## config.mk

```make
export PLATFORM = sky130hd
export DESIGN_NAME = sync_fifo_prog_flat
export DESIGN_NICKNAME = d
export VERILOG_FILES = /design/src/rtl/fifo_pkg.sv /design/src/rtl/sync_fifo_prog_if.sv /design/src/rtl/fifo_wrap_ptr.sv /design/src/rtl/sync_fifo_prog.sv /design/src/flat_wrapper.sv
export SDC_FILE = /design/constraint.sdc
export NUM_CORES = 1
export LEC_CHECK = 0
export CAP_MARGIN = 20
export CORE_MARGIN = 2
export CORE_UTILIZATION = 35
export DETAILED_ROUTE_END_ITERATION = 16
export PLACE_DENSITY_LB_ADDON = 0.15
export RECOVER_POWER = 25
export SYNTH_ARGS = -nofsm -noshare
export SYNTH_HDL_FRONTEND = slang
export SYNTH_SLANG_ARGS = --single-unit
```

## constraint.sdc

```tcl
create_clock -name clk -period 4.1 [get_ports clk]
set_input_delay 0.41 -clock clk [delete_from_list [all_inputs] [get_ports clk]]
set_output_delay 0.41 -clock clk [all_outputs]
set_load 0.02 [all_outputs]
```

## src/rtl/fifo_pkg.sv

```systemverilog
// Shared definitions for the programmable synchronous FIFO family.
package fifo_pkg;

  localparam int FIFO_MODE_STD  = 0;
  localparam int FIFO_MODE_FWFT = 1;

  typedef struct packed {
    logic full;
    logic empty;
    logic almost_full;
    logic almost_empty;
  } status_t;

  // Width able to hold every occupancy value from 0 up to and including depth.
  function automatic int clog2_depth(input int depth);
    return $clog2(depth + 1);
  endfunction

endpackage

```

## src/rtl/sync_fifo_prog_if.sv

```systemverilog
// Handshake, status and threshold bundle between a client and sync_fifo_prog.
interface sync_fifo_prog_if
  import fifo_pkg::*;
#(
  parameter int DATA_WIDTH = 16,
  parameter int DEPTH      = 8
);
  localparam int CNT_W = clog2_depth(DEPTH);

  logic                  wr_en;
  logic [DATA_WIDTH-1:0] data_in;
  logic                  rd_en;
  logic [DATA_WIDTH-1:0] data_out;
  logic                  valid;
  logic                  full;
  logic                  empty;
  logic                  almost_full;
  logic                  almost_empty;
  logic [CNT_W-1:0]      af_thresh;
  logic [CNT_W-1:0]      ae_thresh;
  logic [CNT_W-1:0]      level;
  logic                  wr_ack;
  logic                  overflow;
  logic                  underflow;
  logic                  ovf_sticky;
  logic                  udf_sticky;
  logic                  clr_sticky;

  modport master (
    output wr_en, data_in, rd_en, af_thresh, ae_thresh, clr_sticky,
    input  data_out, valid, full, empty, almost_full, almost_empty, level,
           wr_ack, overflow, underflow, ovf_sticky, udf_sticky
  );

  modport slave (
    input  wr_en, data_in, rd_en, af_thresh, ae_thresh, clr_sticky,
    output data_out, valid, full, empty, almost_full, almost_empty, level,
           wr_ack, overflow, underflow, ovf_sticky, udf_sticky
  );

endinterface

```

## src/rtl/fifo_wrap_ptr.sv

```systemverilog
// Modulo-DEPTH pointer; wraps explicitly so non-power-of-two depths work.
module fifo_wrap_ptr #(
  parameter int DEPTH = 8,
  parameter int PTR_W = (DEPTH > 1) ? $clog2(DEPTH) : 1
) (
  input  logic             clk,
  input  logic             rst,
  input  logic             inc,
  output logic [PTR_W-1:0] ptr
);

  always_ff @(posedge clk or posedge rst) begin
    if (rst) begin
      ptr <= '0;
    end else if (inc) begin
      ptr <= (ptr == PTR_W'(DEPTH - 1)) ? '0 : ptr + PTR_W'(1);
    end
  end

endmodule

```

## src/rtl/sync_fifo_prog.sv

```systemverilog
// Single-clock FIFO with arbitrary depth, std/FWFT read mode, programmable
// almost-full/empty thresholds, fill level, status pulses and sticky errors.
module sync_fifo_prog
  import fifo_pkg::*;
#(
  parameter int DATA_WIDTH = 16,
  parameter int DEPTH      = 8,
  parameter int FWFT       = 0
) (
  input logic             clk,
  input logic             rst,
  sync_fifo_prog_if.slave bus
);

  localparam int CNT_W = clog2_depth(DEPTH);
  localparam int PTR_W = $clog2(DEPTH);

  logic [DATA_WIDTH-1:0] mem [DEPTH];
  logic [PTR_W-1:0]      wr_ptr;
  logic [PTR_W-1:0]      rd_ptr;
  logic [CNT_W-1:0]      level_q;
  status_t               stat;
  logic                  rd_acc;
  logic                  wr_acc;

  // Status comes only from the registered level, never from wr_en/rd_en.
  always_comb begin
    stat.full         = (level_q == CNT_W'(DEPTH));
    stat.empty        = (level_q == '0);
    stat.almost_full  = (level_q >= bus.af_thresh);
    stat.almost_empty = (level_q <= bus.ae_thresh);
  end

  assign rd_acc = bus.rd_en && !stat.empty;
  assign wr_acc = bus.wr_en && (!stat.full || rd_acc);

  assign bus.full         = stat.full;
  assign bus.empty        = stat.empty;
  assign bus.almost_full  = stat.almost_full;
  assign bus.almost_empty = stat.almost_empty;
  assign bus.level        = level_q;

  fifo_wrap_ptr #(.DEPTH(DEPTH), .PTR_W(PTR_W)) u_wr_ptr (
    .clk (clk),
    .rst (rst),
    .inc (wr_acc),
    .ptr (wr_ptr)
  );

  fifo_wrap_ptr #(.DEPTH(DEPTH), .PTR_W(PTR_W)) u_rd_ptr (
    .clk (clk),
    .rst (rst),
    .inc (rd_acc),
    .ptr (rd_ptr)
  );

  always_ff @(posedge clk or posedge rst) begin
    if (rst) begin
      level_q <= '0;
    end else if (wr_acc && !rd_acc) begin
      level_q <= level_q + CNT_W'(1);
    end else if (rd_acc && !wr_acc) begin
      level_q <= level_q - CNT_W'(1);
    end
  end

  // Storage is deliberately left out of reset.
  always_ff @(posedge clk) begin
    if (wr_acc) begin
      mem[wr_ptr] <= bus.data_in;
    end
  end

  // Set beats clear when both happen in the same cycle.
  always_ff @(posedge clk or posedge rst) begin
    if (rst) begin
      bus.wr_ack     <= 1'b0;
      bus.overflow   <= 1'b0;
      bus.underflow  <= 1'b0;
      bus.ovf_sticky <= 1'b0;
      bus.udf_sticky <= 1'b0;
    end else begin
      bus.wr_ack    <= wr_acc;
      bus.overflow  <= bus.wr_en && !wr_acc;
      bus.underflow <= bus.rd_en && !rd_acc;
      if (bus.wr_en && !wr_acc) begin
        bus.ovf_sticky <= 1'b1;
      end else if (bus.clr_sticky) begin
        bus.ovf_sticky <= 1'b0;
      end
      if (bus.rd_en && !rd_acc) begin
        bus.udf_sticky <= 1'b1;
      end else if (bus.clr_sticky) begin
        bus.udf_sticky <= 1'b0;
      end
    end
  end

  generate
    if (FWFT == FIFO_MODE_FWFT) begin : g_fwft
      assign bus.data_out = mem[rd_ptr];
      assign bus.valid    = !stat.empty;
    end else begin : g_std
      // data_out holds the last word read; valid marks a fresh one.
      always_ff @(posedge clk or posedge rst) begin
        if (rst) begin
          bus.data_out <= '0;
          bus.valid    <= 1'b0;
        end else begin
          bus.valid <= rd_acc;
          if (rd_acc) begin
            bus.data_out <= mem[rd_ptr];
          end
        end
      end
    end
  endgenerate

endmodule

```

## src/flat_wrapper.sv

```systemverilog
// flat-port wrapper written by rule: the top's interface ports become plain ports
module sync_fifo_prog_flat import fifo_pkg::*;
#(
  parameter int DATA_WIDTH = 16,
  parameter int DEPTH      = 8,
  parameter int FWFT       = 0
)
  (clk, rst, bus_wr_en, bus_data_in, bus_rd_en, bus_af_thresh, bus_ae_thresh, bus_clr_sticky, bus_data_out, bus_valid, bus_full, bus_empty, bus_almost_full, bus_almost_empty, bus_level, bus_wr_ack, bus_overflow, bus_underflow, bus_ovf_sticky, bus_udf_sticky);
  sync_fifo_prog_if #(.DATA_WIDTH(DATA_WIDTH), .DEPTH(DEPTH)) bus_i ();
  input logic clk;
  input logic rst;
  input wire logic [$bits(bus_i.wr_en)-1:0] bus_wr_en;
  input wire logic [$bits(bus_i.data_in)-1:0] bus_data_in;
  input wire logic [$bits(bus_i.rd_en)-1:0] bus_rd_en;
  input wire logic [$bits(bus_i.af_thresh)-1:0] bus_af_thresh;
  input wire logic [$bits(bus_i.ae_thresh)-1:0] bus_ae_thresh;
  input wire logic [$bits(bus_i.clr_sticky)-1:0] bus_clr_sticky;
  output wire logic [$bits(bus_i.data_out)-1:0] bus_data_out;
  output wire logic [$bits(bus_i.valid)-1:0] bus_valid;
  output wire logic [$bits(bus_i.full)-1:0] bus_full;
  output wire logic [$bits(bus_i.empty)-1:0] bus_empty;
  output wire logic [$bits(bus_i.almost_full)-1:0] bus_almost_full;
  output wire logic [$bits(bus_i.almost_empty)-1:0] bus_almost_empty;
  output wire logic [$bits(bus_i.level)-1:0] bus_level;
  output wire logic [$bits(bus_i.wr_ack)-1:0] bus_wr_ack;
  output wire logic [$bits(bus_i.overflow)-1:0] bus_overflow;
  output wire logic [$bits(bus_i.underflow)-1:0] bus_underflow;
  output wire logic [$bits(bus_i.ovf_sticky)-1:0] bus_ovf_sticky;
  output wire logic [$bits(bus_i.udf_sticky)-1:0] bus_udf_sticky;
  assign bus_i.wr_en = bus_wr_en;
  assign bus_i.data_in = bus_data_in;
  assign bus_i.rd_en = bus_rd_en;
  assign bus_i.af_thresh = bus_af_thresh;
  assign bus_i.ae_thresh = bus_ae_thresh;
  assign bus_i.clr_sticky = bus_clr_sticky;
  assign bus_data_out = bus_i.data_out;
  assign bus_valid = bus_i.valid;
  assign bus_full = bus_i.full;
  assign bus_empty = bus_i.empty;
  assign bus_almost_full = bus_i.almost_full;
  assign bus_almost_empty = bus_i.almost_empty;
  assign bus_level = bus_i.level;
  assign bus_wr_ack = bus_i.wr_ack;
  assign bus_overflow = bus_i.overflow;
  assign bus_underflow = bus_i.underflow;
  assign bus_ovf_sticky = bus_i.ovf_sticky;
  assign bus_udf_sticky = bus_i.udf_sticky;
  sync_fifo_prog #(.DATA_WIDTH(DATA_WIDTH), .DEPTH(DEPTH), .FWFT(FWFT)) u_core (.clk(clk), .rst(rst), .bus(bus_i));
endmodule
```

## Yosys cells after proc, flatten, opt, wreduce, memory -nomap -nowiden

Memories as Yosys holds them, arrays and structs flattened. A register that Yosys moved wholly into a read port is not among the register bits.
Index checks and enable logic that the tools add are counted.

| operators by class | value |
|---|---|
| add/subtract/negate cells | 4 |
| $lt $le $gt $ge | 2 |
| equal/unequal tests | 3 |
| muxes and demuxes | 9 |
| reductions and logical operators | 15 |

Operators by type and width:

| cell | number |
|---|---|
| two-way mux 4 bit | 2 |
| adder 3 x 1 -> 3 bit, second input constant | 2 |
| equality test 3 bit, second input constant | 2 |
| logical AND 1 bit | 6 |
| two-way mux 3 bit | 2 |
| nonzero test 2 bit | 3 |
| two-way mux 1 bit | 5 |
| adder 4 x 1 -> 4 bit, second input constant | 1 |
| equality test 4 bit, second input constant | 1 |
| greater-or-equal comparator 4 bit | 1 |
| <= comparator 4 bit | 1 |
| zero test 1 bit | 4 |
| zero test 4 bit | 1 |
| subtractor 4 x 1 -> 4 bit, second input constant | 1 |
| logical OR 1 bit | 1 |

| storage, ports and cells | value |
|---|---|
| register bits after elaboration | 16 |
| memory bits (writable) | 128 |
| logic and storage cells | 43 |
| memories | 1 |

Memory list:

| memory | depth | bits a word | rd ports | clocked after memory_dff | write ports | line | RTL |
|---|---|---|---|---|---|---|---|
| u_core.mem | 8 | 16 | 1 | 1 | 1 | sync_fifo_prog.sv:18 | `logic [DATA_WIDTH-1:0] mem [DEPTH];` |

## Logic depth before layout (Yosys ltp)

Gate-level depths: netlist of the first run.

| logic depth | value |
|---|---|
| word-level depth | 9 |
| depth in mapped cells | 11 |
| depth with buffers taken out | 11 |

## Hierarchy

Synthesis of the first run repeated with hierarchy kept, for this count alone.

| unflattened totals | value |
|---|---|
| cell total of the unflattened synthesis | 398 |
| area, all modules | 6561.3 µm² |

Modules (own cells, without submodules):

| module | instances | cells an instance | area an instance (µm²) | sequential area each (µm²) |
|---|---|---|---|---|
| sync_fifo_prog | 1 | 374 | 6273.5 | 4494.3 |
| fifo_wrap_ptr | 2 | 12 | 143.9 | 75.1 |

## Worst setup path before layout of the first run

Ideal clock, no wire load.

| timing path | value |
|---|---|
| path type | flip-flop to flip-flop |
| start point | register u_core.level_q[0] (netlist: u_core.bus.level[0]) |
| end point | register u_core.level_q[3] (netlist: u_core.bus.level[3]) |
| data arrival time | 2.873 ns |
| path slack | 1.091 ns |
| stages on the path, launching flop included | 11 |
| path buffers | 2 |
| clock period less this slack | 3.009 ns |
| path through | dfrtp_1 nor4_2 nand2b_1 buf_4 buf_2 ha_1 inv_1 ha_1 a21o_1 a2111oi_0 o31ai_1 |

| between the ends | value |
|---|---|
| longest elaborated chain between the ends | 8 |
| elaborated cells between the ends (all ways) | 16 |

Ends and longest elaborated chain:

| what | line | RTL |
|---|---|---|
| from (decl) | sync_fifo_prog.sv:21 | `logic [CNT_W-1:0] level_q;` |
| from (signal assigned) | sync_fifo_prog.sv:61 | `level_q <= level_q + CNT_W'(1);` |
| from (signal assigned) | sync_fifo_prog.sv:63 | `level_q <= level_q - CNT_W'(1);` |
| zero test 4 bit (*) | sync_fifo_prog.sv:29 | `stat.empty = (level_q == '0);` |
| net bus_empty | flat_wrapper.sv:21 | `output wire logic [$bits(bus_i.empty)-1:0] bus_empty;` |
| zero test 1 bit (*) | sync_fifo_prog.sv:34 | `assign rd_acc = bus.rd_en && !stat.empty;` |
| logical AND 1 bit (*) | sync_fifo_prog.sv:34 |  |
| logical OR 1 bit | sync_fifo_prog.sv:35 | `assign wr_acc = bus.wr_en && (!stat.full \|\| rd_acc);` |
| logical AND 1 bit | sync_fifo_prog.sv:35 |  |
| zero test 1 bit | sync_fifo_prog.sv:62 | `end else if (rd_acc && !wr_acc) begin` |
| logical AND 1 bit | sync_fifo_prog.sv:62 |  |
| nonzero test 2 bit (no source line) | n/a |  |

Mark *: on every way through the listed nets, which the timed path passes. The rest lies on a longest branch. The select of a mux whose other input is x is not followed.
A chain may end at the register's enable or synchronous reset.

## Worst setup path in the final report of the first run

| timing path | value |
|---|---|
| start point | register u_core.level_q[1] (netlist: u_core.bus.level[1]) |
| end point | register u_core.level_q[3] (netlist: u_core.bus.level[3]) |

| between the ends | value |
|---|---|
| longest elaborated chain between the ends | 8 |
| elaborated cells between the ends (all ways) | 16 |

Ends and longest elaborated chain:

| what | line | RTL |
|---|---|---|
| zero test 4 bit | sync_fifo_prog.sv:29 |  |
| zero test 1 bit | sync_fifo_prog.sv:34 |  |
| logical AND 1 bit | sync_fifo_prog.sv:34 |  |
| logical OR 1 bit (*) | sync_fifo_prog.sv:35 |  |
| logical AND 1 bit (*) | sync_fifo_prog.sv:35 |  |
| net u_core.u_wr_ptr.inc | fifo_wrap_ptr.sv:8 | `input logic inc,` |
| zero test 1 bit | sync_fifo_prog.sv:62 |  |
| logical AND 1 bit | sync_fifo_prog.sv:62 |  |
| nonzero test 2 bit (no source line) | n/a |  |

Marks and branches as above.

==> reports/results.ini, run 1 <==
[place]
pre_cts_ws_ns=1.064
routabilityCongestion=0.6989
dp_hpwl_um=7744
port_buffers=58
post_dp_cell_area_um2=7380

[power_and_ir_drop]
clkPwrFrac=0.255
p_sw_uw=1834
comb_power_share=0.330
p_seq_frac=0.415
ir_drop_mv=0.3434
p_sw_frac=0.3245
power_density_nw_per_um2=714.2
p_int_uw=3818
p_leak_uw=0.002895

[floorplanning]
dieArea_um2=19660
die_h_um=140.2
rows=49
initial_utilization=0.3590
core_um2=18090
die_w_um=140.2
io_pins=59

[global_route]
grt_max_degree=41
overflow=0
grt_pass1_vias=3526
track_usage=0.1417
grt_pass1_wl_um=20550
antenna_found_initial=0

[logic_synthesis]
synth.avg_cell_area_um2=16.48
synthArstFlopShare=0.2000
ys_ff_latch=160
synthCells=394
synth-seq-area-share=0.7152
yosys_warnings=0
synth_fp_nets=439
ys.flop_type=edfxtp_1
synth_edf_count=128
syn-cell-area_um2=6494
yosysTopAreaCell=edfxtp_1
synth.area.top_cells=edfxtp_1 59%, dfrtp_1 12%, mux2_2 6.6%
synth_top_cell_area_share=0.5919
ys_types=35

[min_path]
hp-class=in -> async

[cells_and_area]
antenna_cells=0
area_delta_synth_final_pct=21.85
post_route_cells_drive_above_1_share=0.1795
nets=511
final_cell_mix=128 x edfxtp_1, 46 x clkdlybuf4s50_1, 38 x mux2_2
final_common_cell=edfxtp_1
final_cell_area_um2=7913
fill_cells=1603

[outcome]
outcome=completed

[detailed_routing]
route.detailed.drc=0
num_vias=3519
postRouteAntennaNets=0
drtIter0Drc=237
routed_wl_um=13150
wl_per_cell_um=18.58
via_per_inst=4.970
firstDrtPassIters=6

[critical_path]
crit_required_ns=4.38
cp-end-kind=flop
worstSetupStartpointType=flop
crit_type=reg -> reg
critPathMaxFanout=8
rr_startpoint=u_core.bus.level[1]$_DFFE_PP0P_
worstPathArrival_ns=3.21
r2r_cells=10
r2r_end=u_core.bus.level[3]$_DFFE_PP0P_
reg2reg_slack_ns=1.18

[clock_network]
tritoncts=built
cts_hold_buffers=0
clock-sinks=160
clkSlewWorstSetupHoldPaths_ns=0.06
postCtsSetupBuffers=0
clk_path_buf_depth=2
clkLatencyLatePin_ns=0.42
post_cts_resized=0
cts_buffers=17
root_buffer=clkbuf_16
htree_levels=4

[sta]
rsz0062_at_grt=no
layout_worst_path_cycle_share=0.7131
maxSlewViolCount=0
holdWs_ns=0.4337
worst_slew_pin_slew_ns=1.079
skew_ns=0.006123
slew-limit-headroom=0.2771
finalSetupViolCount=0
fin_crit_ns=2.924
hold_violations=0
max_freq_mhz=342.0
fin_setup_tns_ns=0
layout_setup_ws_ns=1.176

[job]
max_cap_viol_count=0

per-stage QoR:
stage | power [uW] | instances | util
after floorplan | 3601 | 394 | -
after global placement | 4241 | 676 | 0.4080
after detailed placement | 4282 | 676 | 0.4080
after CTS | 5730 | 708 | 0.4375
after global routing | 5986 | 708 | 0.4375
final | 5651 | 708 | 0.4375
flip-flops by register name, indices dropped and copies added, names as in the netlist:
register               count
u_core.bus.data_out       16
u_core.u_rd_ptr.ptr        3
u_core.u_wr_ptr.ptr        3
u_core.bus.underflow       1
u_core.bus.ovf_sticky      1
u_core.bus.level           4
u_core.mem               128
u_core.bus.wr_ack          1
u_core.bus.udf_sticky      1
u_core.bus.valid           1
u_core.bus.overflow        1
worst max path at each step:
stage / startpoint / end / slack [ns] / cells past startpoint
finish: u_core.bus.level[1]$_DFFE_PP0P_ / u_core.bus.level[3]$_DFFE_PP0P_ / 1.18 / 10
global route: u_core.bus.level[1]$_DFFE_PP0P_ / u_core.bus.level[3]$_DFFE_PP0P_ / 0.94 / 10
CTS: u_core.bus.level[0]$_DFFE_PP0P_ / bus_almost_full / 1.12 / 7
detailed placement: bus_rd_en / u_core.bus.level[3]$_DFFE_PP0P_ / 1.06 / 9
global placement: bus_rd_en / u_core.bus.level[3]$_DFFE_PP0P_ / 1.22 / 9
floorplan: u_core.bus.level[0]$_DFFE_PP0P_ / u_core.bus.level[3]$_DFFE_PP0P_ / 1.09 / 10
final cells by class:
type	count	area, um2	area share
well taps	229	286.5	0.03621
clock inverters	10	88.84	0.01123
multi-input cells	202	1704	0.2154
flip-flops and latches	160	4646	0.5871
clock buffers	22	444.2	0.05614
inverters	14	52.55	0.006641
repair buffers	71	690.7	0.08729
cell usage after synthesis (5+ instances only):
cell / count
nor2_1: 5
buf_2: 5
mux2_2: 38
nor3_1: 9
mux2i_1: 33
edfxtp_1: 128
clkbuf_1: 6
inv_1: 14
o22ai_1: 16
a21o_1: 7
ha_1: 15
a221o_1: 16
nand2b_1: 5
o21ai_1: 16
nand2_1: 22
dfrtp_1: 32
logic make-up (layout without fill, tap and decap cells):
logic type	after synthesis	after routing	synth area share
DFF	160	160	0.7152
adders and majority gates	16	16	0.03198
buffers and inverters	32	117	0.02716
AOI/OAI and AO/OA	64	64	0.07014
and+or+nand+nor	49	49	0.03603
xor gates and xnor gates	2	2	0.002698
muxes	71	71	0.1168
power groups by stage:
stage / Combinational, uW / Sequential, uW / Clock (uW)
floorplan: 1180 / 2420 / 0
global placement: 1870 / 2370 / 0
detailed placement: 1900 / 2390 / 0
CTS: 1900 / 2350 / 1480
global route: 2040 / 2390 / 1550
finish: 1860 / 2340 / 1440
critical path, stage by stage (launching register included):
cell	delay, ns
dfrtp_1	0.49
nor3_1	0.21
nand2_1	0.14
o21ai_2	0.44
inv_1	0.12
ha_1	0.26
inv_1	0.15
ha_1	0.26
a21o_1	0.20
a2111oi_0	0.38
o31ai_1	0.15
per-layer routing:
metal	global-route usage	part of all wire	routed length [um]	vias up
met4	0.05582	0.017	221	0
met3	0.02940	0.036	474	16
met1	0.1997	0.49	6490	1773
met5	0	0	0	-
li1	-	-	-	1667
met2	0.2162	0.45	5967	63
No activity file was read; power rests on OpenSTA's default activity.
==> inputs of run 2 (changes only) <==
==> constraint.sdc (replaced) <==
create_clock -name clk -period 2.8 [get_ports clk]
set_input_delay 0.28 -clock clk [delete_from_list [all_inputs] [get_ports clk]]
set_output_delay 0.28 -clock clk [all_outputs]
set_load 0.02 [all_outputs]
==> reports/results.ini, run 2 (synthesis results as in run 1) <==
[cells_and_area]
final_cell_mix=128 x edfxtp_1, 48 x clkdlybuf4s50_1, 38 x mux2_2
antenna_cells=0  ; unchanged
top_register=u_core.mem
final_util=0.4446  ; +0.007125
nets=516  ; +0.98%
area_delta_synth_final_pct=23.83
largest_reg_flops=128  ; unchanged
final_cell_area_um2=8041  ; +1.6%
post_route_cells_drive_above_1_share=0.1963  ; +0.01674
final_common_cell=edfxtp_1

[sta]
slew-limit-headroom=-0.2963  ; -0.5734
layout_worst_path_cycle_share=0.9667
hold_violations=0  ; unchanged
skew_ns=0.01079  ; +0.004667 ns
finalSetupViolCount=0  ; unchanged
fin_crit_ns=2.707
rsz0062_at_grt=no
holdWs_ns=0.4589  ; +0.02521 ns
worst_slew_pin_slew_ns=1.944  ; +0.8650 ns
fin_setup_tns_ns=0  ; unchanged
max_freq_mhz=369.5
maxSlewViolCount=33  ; +33

[clock_network]
root_buffer=clkbuf_16
postCtsSetupBuffers=0  ; unchanged
tritoncts=built
cts_hold_buffers=0  ; unchanged
clock-sinks=160  ; unchanged
clkLatencyLatePin_ns=0.43  ; about the same
htree_levels=4  ; unchanged
clkSlewWorstSetupHoldPaths_ns=0.06  ; about the same
cts_buffers=17  ; unchanged
clk_path_buf_depth=2  ; unchanged

[power_and_ir_drop]
ir_drop_mv=0.5156  ; +50%
p_leak_uw=0.002958  ; +2.2%
power_density_nw_per_um2=1069  ; +50%

[detailed_routing]
via_per_inst=4.944  ; -0.53%
wl_per_cell_um=18.36  ; -1.2%
firstDrtPassIters=4  ; -2
route.detailed.drc=0  ; unchanged
drtIter0Drc=222  ; -6.3%
postRouteAntennaNets=0  ; unchanged
num_vias=3525  ; +0.17%
routed_wl_um=13090  ; -0.48%

[critical_path]
crit_required_ns=2.52  ; -1.86 ns
crit_chain=inv_1 > ha_1 > nand2b_1 > a21o_1 > a21o_1 > a21o_1 > clkdlybuf4s50_1
worstPathArrival_ns=2.43  ; -0.78 ns
slowest_stage=clkdlybuf4s50_1
cp-end-kind=output port
crit_top_cell=a21o_1
crit_type=reg -> out
critPathMaxFanout=7  ; -1
worstSetupStartpointType=flop
max_stage_delay_ns=0.53  ; +0.04 ns

[floorplanning]
core_um2=18090  ; unchanged
die_w_um=140.2  ; unchanged
io_pins=59  ; unchanged
die_h_um=140.2  ; unchanged
dieArea_um2=19660  ; unchanged
rows=49  ; unchanged
initial_utilization=0.3590  ; unchanged

[place]
routabilityCongestion=0.7185  ; +2.8%
post_dp_cell_area_um2=7430  ; +0.68%
dp_hpwl_um=7726  ; -0.23%
port_buffers=58  ; unchanged

[global_route]
antenna_found_initial=0  ; unchanged
grt_max_degree=68  ; +66%
grt_pass1_wl_um=20420  ; -0.64%
track_usage=0.1412  ; -0.0005294
grt_pass1_vias=3571  ; +1.3%
overflow=0  ; unchanged

[job]
max_cap_viol_count=1  ; +1

[min_path]
hp-class=in -> reg

[outcome]
violations=max-capacitance violations, max-slew violations
outcome=finished with violations

## run 2: worst max-delay path: cells and delay by family, from the launching register on
family,cells,cell delay (ns)
buffers and inverters,2,0.62
AOI/OAI and AO/OA,3,0.50
DFF,1,0.46
adders and majority gates,1,0.28
and+or+nand+nor,1,0.14
## run 2: metal layers
metal  up-vias  GRT usage  wire, um
li1       1681          -         -
met1      1771     0.1749      5713
met2        63     0.2399      6757
met3        10    0.03453       468
met4         0    0.05423       150
met5         -          0         0
## run 2: per-stage QoR
| stage | cells | setup slack (ns) | power [uW] |
|---|---|---|---|
| after floorplan | 394 | -0.06985 | 5291 |
| after global placement | 681 | 0.2858 | 6268 |
| after detailed placement | 681 | 0.2140 | 6345 |
| after CTS | 713 | 0.04463 | 8737 |
| after global routing | 713 | 0.004605 | 9066 |
| final | 713 | 0.09335 | 8594 |
## run 2: worst paths after layout
kind                                              startpoint                                 end  slack, ns  cells after the start
max                          u_core.bus.level[0]$_DFFE_PP0P_                     bus_almost_full       0.09                      7
min                                           bus_clr_sticky   u_core.bus.ovf_sticky$_DFFE_PP0P_       0.46                      3
max reg2reg                  u_core.bus.level[0]$_DFFE_PP0P_     u_core.bus.level[3]$_DFFE_PP0P_       0.24                     10
min reg2reg                u_core.bus.udf_sticky$_DFFE_PP0P_   u_core.bus.udf_sticky$_DFFE_PP0P_       0.48                      1
max in group asynchronous                                rst     u_core.bus.level[0]$_DFFE_PP0P_       0.54                      3
min in group asynchronous                                rst  u_core.bus.data_out[8]$_DFFE_PP0P_       1.00                      3
## run 2: report_power, final
part / leakage [uW] / switching, uW / total (uW) / internal, uW
sequential: 0.00155 / 285 / 3360 / 3080
clock: 0.000289 / 956 / 2370 / 1420
combinational: 0.00112 / 1520 / 2860 / 1340
## run 2: repair_timing
item	4_1_cts	5_1_grt
resized for setup	1	2
setup endpoints to repair	1	2
hold endpoints to repair	0	0
## run 2: final cells by class
cell class	instances	area, um2
clock buffer	18	429.2
clock inverter	14	181.4
fill	1584	10040
inverter	14	52.55
multi-input combinational	202	1718
sequential	160	4647
tap	229	286.5
timing repair buffer	76	726.9
==> inputs of run 3 (changes only) <==
--- a/config.mk
+++ b/config.mk
@@ -5,9 +5,9 @@
 export SDC_FILE = /design/constraint.sdc
 export NUM_CORES = 1
 export LEC_CHECK = 0
-export CAP_MARGIN = 20
 export CORE_MARGIN = 2
 export CORE_UTILIZATION = 35
+export CTS_CLUSTER_DIAMETER = 60
 export DETAILED_ROUTE_END_ITERATION = 16
 export PLACE_DENSITY_LB_ADDON = 0.15
 export RECOVER_POWER = 25
==> constraint.sdc (replaced) <==
create_clock -name clk -period 2.8 [get_ports clk]
set_input_delay 0.56 -clock clk [delete_from_list [all_inputs] [get_ports clk]]
set_output_delay 0.56 -clock clk [all_outputs]
set_load 0.02 [all_outputs]
==> reports/results.ini, run 3 (synthesis results as in run 1) <==
[sta]
worst_slew_pin_slew_ns=0.9193  ; -1.025 ns
fin_crit_ns=2.696  ; -0.01099 ns
slew-limit-headroom=0.3871  ; +0.6834
rsz0062_at_grt=no
maxSlewViolCount=0  ; -100%
skew_ns=0.006604  ; -0.004186 ns
layout_worst_path_cycle_share=0.9627  ; -0.003925
max_freq_mhz=371.0  ; +0.41%
hold_violations=0  ; unchanged
finalSetupViolCount=0  ; unchanged

[cells_and_area]
multi_input_area_um2=1718  ; unchanged
fin_cells=721  ; +1.1%
nets=524  ; +1.6%
area_delta_synth_final_pct=24.05
fill_cells=1602  ; +1.1%
largest_reg_flops=128  ; unchanged
antenna_cells=0  ; unchanged
post_route_cells_drive_above_1_share=0.2093  ; +0.01307
top_register=u_core.mem
final_common_cell=edfxtp_1
final_cell_mix=128 x edfxtp_1, 44 x clkdlybuf4s50_1, 38 x mux2_2
regArea_um2=4646  ; about the same

[power_and_ir_drop]
power_density_nw_per_um2=1060  ; -0.78%
p_leak_uw=0.002981  ; +0.77%
ir_drop_mv=0.4541  ; -12%
power_uw=8542  ; -0.61%

[detailed_routing]
wl_per_cell_um=18.69  ; +1.8%
top_layer_used=met4
wl_met2_um=6428  ; -4.9%
routed_wl_um=13470  ; +2.9%
firstDrtPassIters=4  ; unchanged
m1WireLength_um=6387  ; +12%
route.detailed.drc=0  ; unchanged
postRouteAntennaNets=0  ; unchanged
num_vias=3569  ; +1.2%
drtIter0Drc=197  ; -11%
wl_met3_um=438  ; -6.4%
via_per_inst=4.950  ; +0.12%

[min_path]
hp-class=reg -> reg

[critical_path]
cp-end-kind=output port
reg2reg_slack_ns=0.30  ; +0.06 ns
worstPathArrival_ns=2.14  ; -0.29 ns
crit_required_ns=2.24  ; -0.28 ns
r2r_end=u_core.bus.level[3]$_DFFE_PP0P_
crit_start=bus_af_thresh[0]
worstSetupStartpointType=primary input
worstSetupEndpoint=bus_almost_full
crit_type=in -> out
r2r_cells=11  ; +1
critPathMaxFanout=1  ; -6
rr_startpoint=u_core.bus.level[0]$_DFFE_PP0P_

[clock_network]
clkLatencyLatePin_ns=0.42  ; about the same
clk_path_buf_depth=2  ; unchanged
clock-sinks=160  ; unchanged
cts_hold_buffers=0  ; unchanged
htree_levels=4  ; unchanged
root_buffer=clkbuf_16
cts_buffers=17  ; unchanged
postCtsSetupBuffers=0  ; unchanged
tritoncts=built
clkSlewWorstSetupHoldPaths_ns=0.06  ; about the same

[floorplanning]
initial_utilization=0.3590  ; unchanged
dieArea_um2=19660  ; unchanged
core_um2=18090  ; unchanged
die_h_um=140.2  ; unchanged
die_w_um=140.2  ; unchanged
io_pins=59  ; unchanged
rows=49  ; unchanged

[place]
port_buffers=58  ; unchanged
routabilityCongestion=0.7079  ; -1.5%
dp_hpwl_um=8295  ; +7.4%
placed_cells=689  ; +1.2%

[global_route]
grt_pass1_wl_um=21290  ; +4.3%
overflow=0  ; unchanged
antenna_found_initial=0  ; unchanged
grt_pass1_vias=3771  ; +5.6%
grt_max_degree=38  ; -44%
track_usage=0.1468  ; +0.005548

[job]
max_cap_viol_count=0  ; -1

[outcome]
outcome=completed

==> run 3: how the worst min path moves through the flow <==
stage	to	slack, ns	startpoint	cells after the start
after detailed placement	u_core.bus.udf_sticky$_DFFE_PP0P_	0.48	u_core.bus.udf_sticky$_DFFE_PP0P_	1
final	u_core.bus.data_out[10]$_DFFE_PP0P_	0.48	u_core.bus.data_out[10]$_DFFE_PP0P_	2
after floorplan	u_core.u_rd_ptr.ptr[1]$_DFFE_PP0P_	0.56	u_core.u_rd_ptr.ptr[1]$_DFFE_PP0P_	1
after global placement	u_core.bus.udf_sticky$_DFFE_PP0P_	0.47	u_core.bus.udf_sticky$_DFFE_PP0P_	1
after global routing	u_core.bus.data_out[5]$_DFFE_PP0P_	0.51	u_core.bus.data_out[5]$_DFFE_PP0P_	2
after CTS	u_core.bus.udf_sticky$_DFFE_PP0P_	0.49	u_core.bus.udf_sticky$_DFFE_PP0P_	1
==> run 3: repair_timing <==
action	4_1_cts	5_1_grt
endpoints found under the setup margin	2	3
resized for setup	5	3
gates cloned	0	0
pin swaps	0	0
==> run 3: area by class of cell <==
cell class	instances	share of cell area
sequential	160	0.5767
multi-input combinational	202	0.2133
timing repair buffer	84	0.09537
clock buffer	17	0.05281
tap	229	0.03557
clock inverter	15	0.01973
inverter	14	0.006524
==> run 3: metal layers <==
layer	vias up	GRT usage
li1	1698	-
met1	1796	0.1929
met2	58	0.2348
met3	17	0.04137
met4	0	0.05157
met5	-	0
==> run 3: through the flow <==
| stage | util | TNS, ns | instance area (um2) | setup WS, ns | hold slack, ns |
|---|---|---|---|---|---|
| global route | 0.4454 | 0 | 8055 | 0.02523 | 0.5100 |
| detailed placement | 0.4134 | -0.4677 | 7477 | -0.3053 | 0.4759 |
| CTS | 0.4457 | 0 | 8061 | 0.03691 | 0.4900 |
| floorplan | - | -0.06985 | 6509 | -0.06985 | 0.5558 |
| global placement | 0.4134 | -0.4267 | 7477 | -0.2785 | 0.4657 |
| finish | 0.4454 | 0 | 8055 | 0.1043 | 0.4825 |
==> run 3: critical path: stages <==
cell,delay (ns)
clkdlybuf4s50_1,0.46
ha_1,0.21
nand2b_1,0.14
a21o_1,0.17
a21o_1,0.16
a21o_1,0.17
clkdlybuf4s15_1,0.27
==> run 3: where the power goes <==
group          internal [uW]  switching [uW]  total (uW)
registers               3070             278        3350
logic                   1360            1560        2920
clock network           1320             949        2270
total                   5760            2790        8540
==> RTL change, RTL diff (config.mk and constraints of run 1) <==
Make the reset (`rst`) synchronous in 4 clocked blocks.
--- a/src/rtl/fifo_wrap_ptr.sv
+++ b/src/rtl/fifo_wrap_ptr.sv
@@ -11,3 +11,3 @@
 
-  always_ff @(posedge clk or posedge rst) begin
+  always_ff @(posedge clk) begin
     if (rst) begin
--- a/src/rtl/sync_fifo_prog.sv
+++ b/src/rtl/sync_fifo_prog.sv
@@ -56,3 +56,3 @@
 
-  always_ff @(posedge clk or posedge rst) begin
+  always_ff @(posedge clk) begin
     if (rst) begin
@@ -74,3 +74,3 @@
   // Set beats clear when both happen in the same cycle.
-  always_ff @(posedge clk or posedge rst) begin
+  always_ff @(posedge clk) begin
     if (rst) begin
@@ -104,3 +104,3 @@
       // data_out holds the last word read; valid marks a fresh one.
-      always_ff @(posedge clk or posedge rst) begin
+      always_ff @(posedge clk) begin
         if (rst) begin
Check against the original RTL: differs if rst is asserted again (counterexample within 4 cycles, from zero or initial values and one cycle with rst high); with rst held inactive, the same outputs for 10 cycles.
==> RTL change against run 1 <==
  * Via count down 6.5%
  * Fmax decreased by 4.6%
  * Routed wire length down 0.94%
  * Core utilization is 0.56 points higher
  * Hold slack better by 0.035 ns
  * Critical path depth stayed put
  * Sequential cell count is the same
  * Sequential power is 12% lower
  * Global-route usage grew 0.73 points
  * Cell area is 2.8% lower
  * Setup slack got worse by 0.14 ns
  * Synthesized area shrank 4.0%
  * Power is 17% lower
==> RTL change: results (changes against run 1) <==
Drt
  – Total number of vias: 3289 (-6.5%)
  – Detailed Routing Iterations Pass 1: 4 (-2)
  – Post-Route WL: 13.03 mm (-0.94%)
  – Drt first-iter violations: 180 (-24%)
  – DR vias/cell: 4.946 (-0.49%)

Logic synthesis
  – Seq/Total Area, Yosys: 0.7197 (+0.004457)
  – Syn_nets: 400 (-8.9%)
  – Syn Inst Count: 355 (-9.9%)
  – Synth async-reset ratio: 0 (-0.2000)
  – Yosys warns: 0 (unchanged)
  – Post-synth EDFFs: 128 (unchanged)
  – Post-synth cell types: 38 (+8.6%)
  – Ys flop type: edfxtp_1
  – Synth area leaders: edfxtp_1 62%, mux4_2 12%, dfxtp_1 10%
  – Commonest cells post-synth: 128 x edfxtp_1, 32 x dfxtp_1, 32 x mux4_2

Clock tree
  – H-tree levels: 4 (unchanged)
  – Post-cts repair resize count: 0 (unchanged)
  – Root Buffer: clkbuf_16
  – Worst skew pair latency: 0.42 ns (about the same)
  – Post-CTS Setup Inserts: 0 (unchanged)
  – Total CTS buffers: 17 (unchanged)
  – Max Root-Sink Buffers: 2 (unchanged)
  – Clk pin slew, worst setup/hold paths: 0.06 ns (about the same)

GRT
  – First-pass GRT wire length: 19.74 mm (-3.9%)
  – Largest net degree at the start of global routing: 34 (-17%)
  – Initial antenna violation count: 0 (unchanged)
  – Global Route Usage Sum: 0.1491 (+0.007337)
  – Vias in the first global route: 3354 (-4.9%)

STA
  – Clock Skews: 0.008052 ns (+0.001930 ns)
  – Actual slew at the worst max-slew pin: 0.9557 ns (-0.1237 ns)

Placed design
  – Final HPWL DP: 7.429 mm (-4.1%)
  – DP Cell Count: 633 (-6.4%)
  – Port bufs: 58 (unchanged)
  – GP Congestion: 0.7026 (+0.53%)

Critical path
  – CP max FO: 10 (+2)
  – Critical-path top delay cell: or4b_4
  – CP delay by family, top: compound AO/OA/AOI/OAI gates
  – CP max stage delay: 0.61 ns (+0.12 ns)
  – Data arrival, critical path: 3.37 ns (+0.16 ns)
  – Setup crit end kind: flop

Cells and area
  – Top reg by flops: u_core.mem
  – Max FFs per register: 128 (unchanged)
  – Share of cells above drive strength 1: 0.1932 (+0.01364)
  – Final layout net count: 472 (-7.6%)
  – # diodes: 0 (unchanged)

Power
  – P_leak: 2.596 nW (-10%)
  – Maximum VDD drop: 0.3380 mV (-1.6%)
  – Sw power: 1.283 mW (-30%)

Min path
  – Worst hold path type: flop to flop

Flow run
  – Max cap viols: 0 (unchanged)

Status
  – Status: completed
RTL change: cell count changes in the layout (fill, tap and decap cells not counted), moves of 27 or more:
cell and change:
mux2_2 -37, mux4_2 +32, dfrtp_1 -31, mux2i_1 -31, dfxtp_1 +30, nor2_1 +27
RTL change: cell families after synthesis:
logic type	share of synthesized area
AOI/OAI and AO/OA	0.03936
xor gates and xnor gates	0.002812
adders and majority gates	0.03333
buffers and inverters	0.02309
DFF	0.7197
muxes	0.1207
and+or+nand+nor	0.06104
RTL change: final timing paths:
kind / from / endpoint / slack, ns / depth (start not counted)
worst max-delay path: u_core.bus.level[0] / u_core.bus.level[3] / 1.03 / 10
worst min-delay path: u_core.bus.udf_sticky / u_core.bus.udf_sticky / 0.47 / 2
worst min register to register: u_core.bus.udf_sticky / u_core.bus.udf_sticky / 0.47 / 2
worst max register to register: u_core.bus.level[0] / u_core.bus.level[3] / 1.03 / 10
RTL change: per-layer routing:
metal  share of wire  vias up  GRT usage
li1                -     1531          -
met1            0.46     1668     0.1953
met2            0.48       71     0.2385
met3           0.040       19    0.03422
met4           0.019        0    0.06472
met5               0        -          0
RTL change: layout make-up:
type	instances	area (um^2)
timing repair buffer	69	663.1
multi-input combinational	168	1629
clock buffer	21	450.4
fill	1509	9667
clock inverter	11	137.6
sequential	160	4487
tap	225	281.5
inverter	11	41.29
RTL change: metrics by stage:
stage | worst slack [ns] | instance area (um^2)
6_report | 1.034 | 7690
5_1_grt | 0.8610 | 7690
4_1_cts | 1.034 | 7690
3_5_place_dp | 0.8756 | 7102
3_3_place_gp | 0.9681 | 7102
2_1_floorplan | 1.184 | 6231
RTL change: worst register-to-register path, delay by kind of cell (launching register included):
family / cells / cell delay [ns]
multiplexers: 1 / 0.35
AO/OA/AOI/OAI: 4 / 0.82
adder cells (fa/ha/maj): 2 / 0.52
buffers and inverters: 2 / 0.24
AND/OR/NAND/NOR: 1 / 0.61
flip-flops: 1 / 0.42
RTL change: power groups by stage:
stage	Sequential [mW]	Clock (mW)	Combinational [mW]
6_report	2.06	1.58	1.05
4_1_cts	2.07	1.60	1.07
2_1_floorplan	2.11	0	0.653
5_1_grt	2.09	1.67	1.15
3_5_place_dp	2.10	0	1.06
3_3_place_gp	2.10	0	1.05
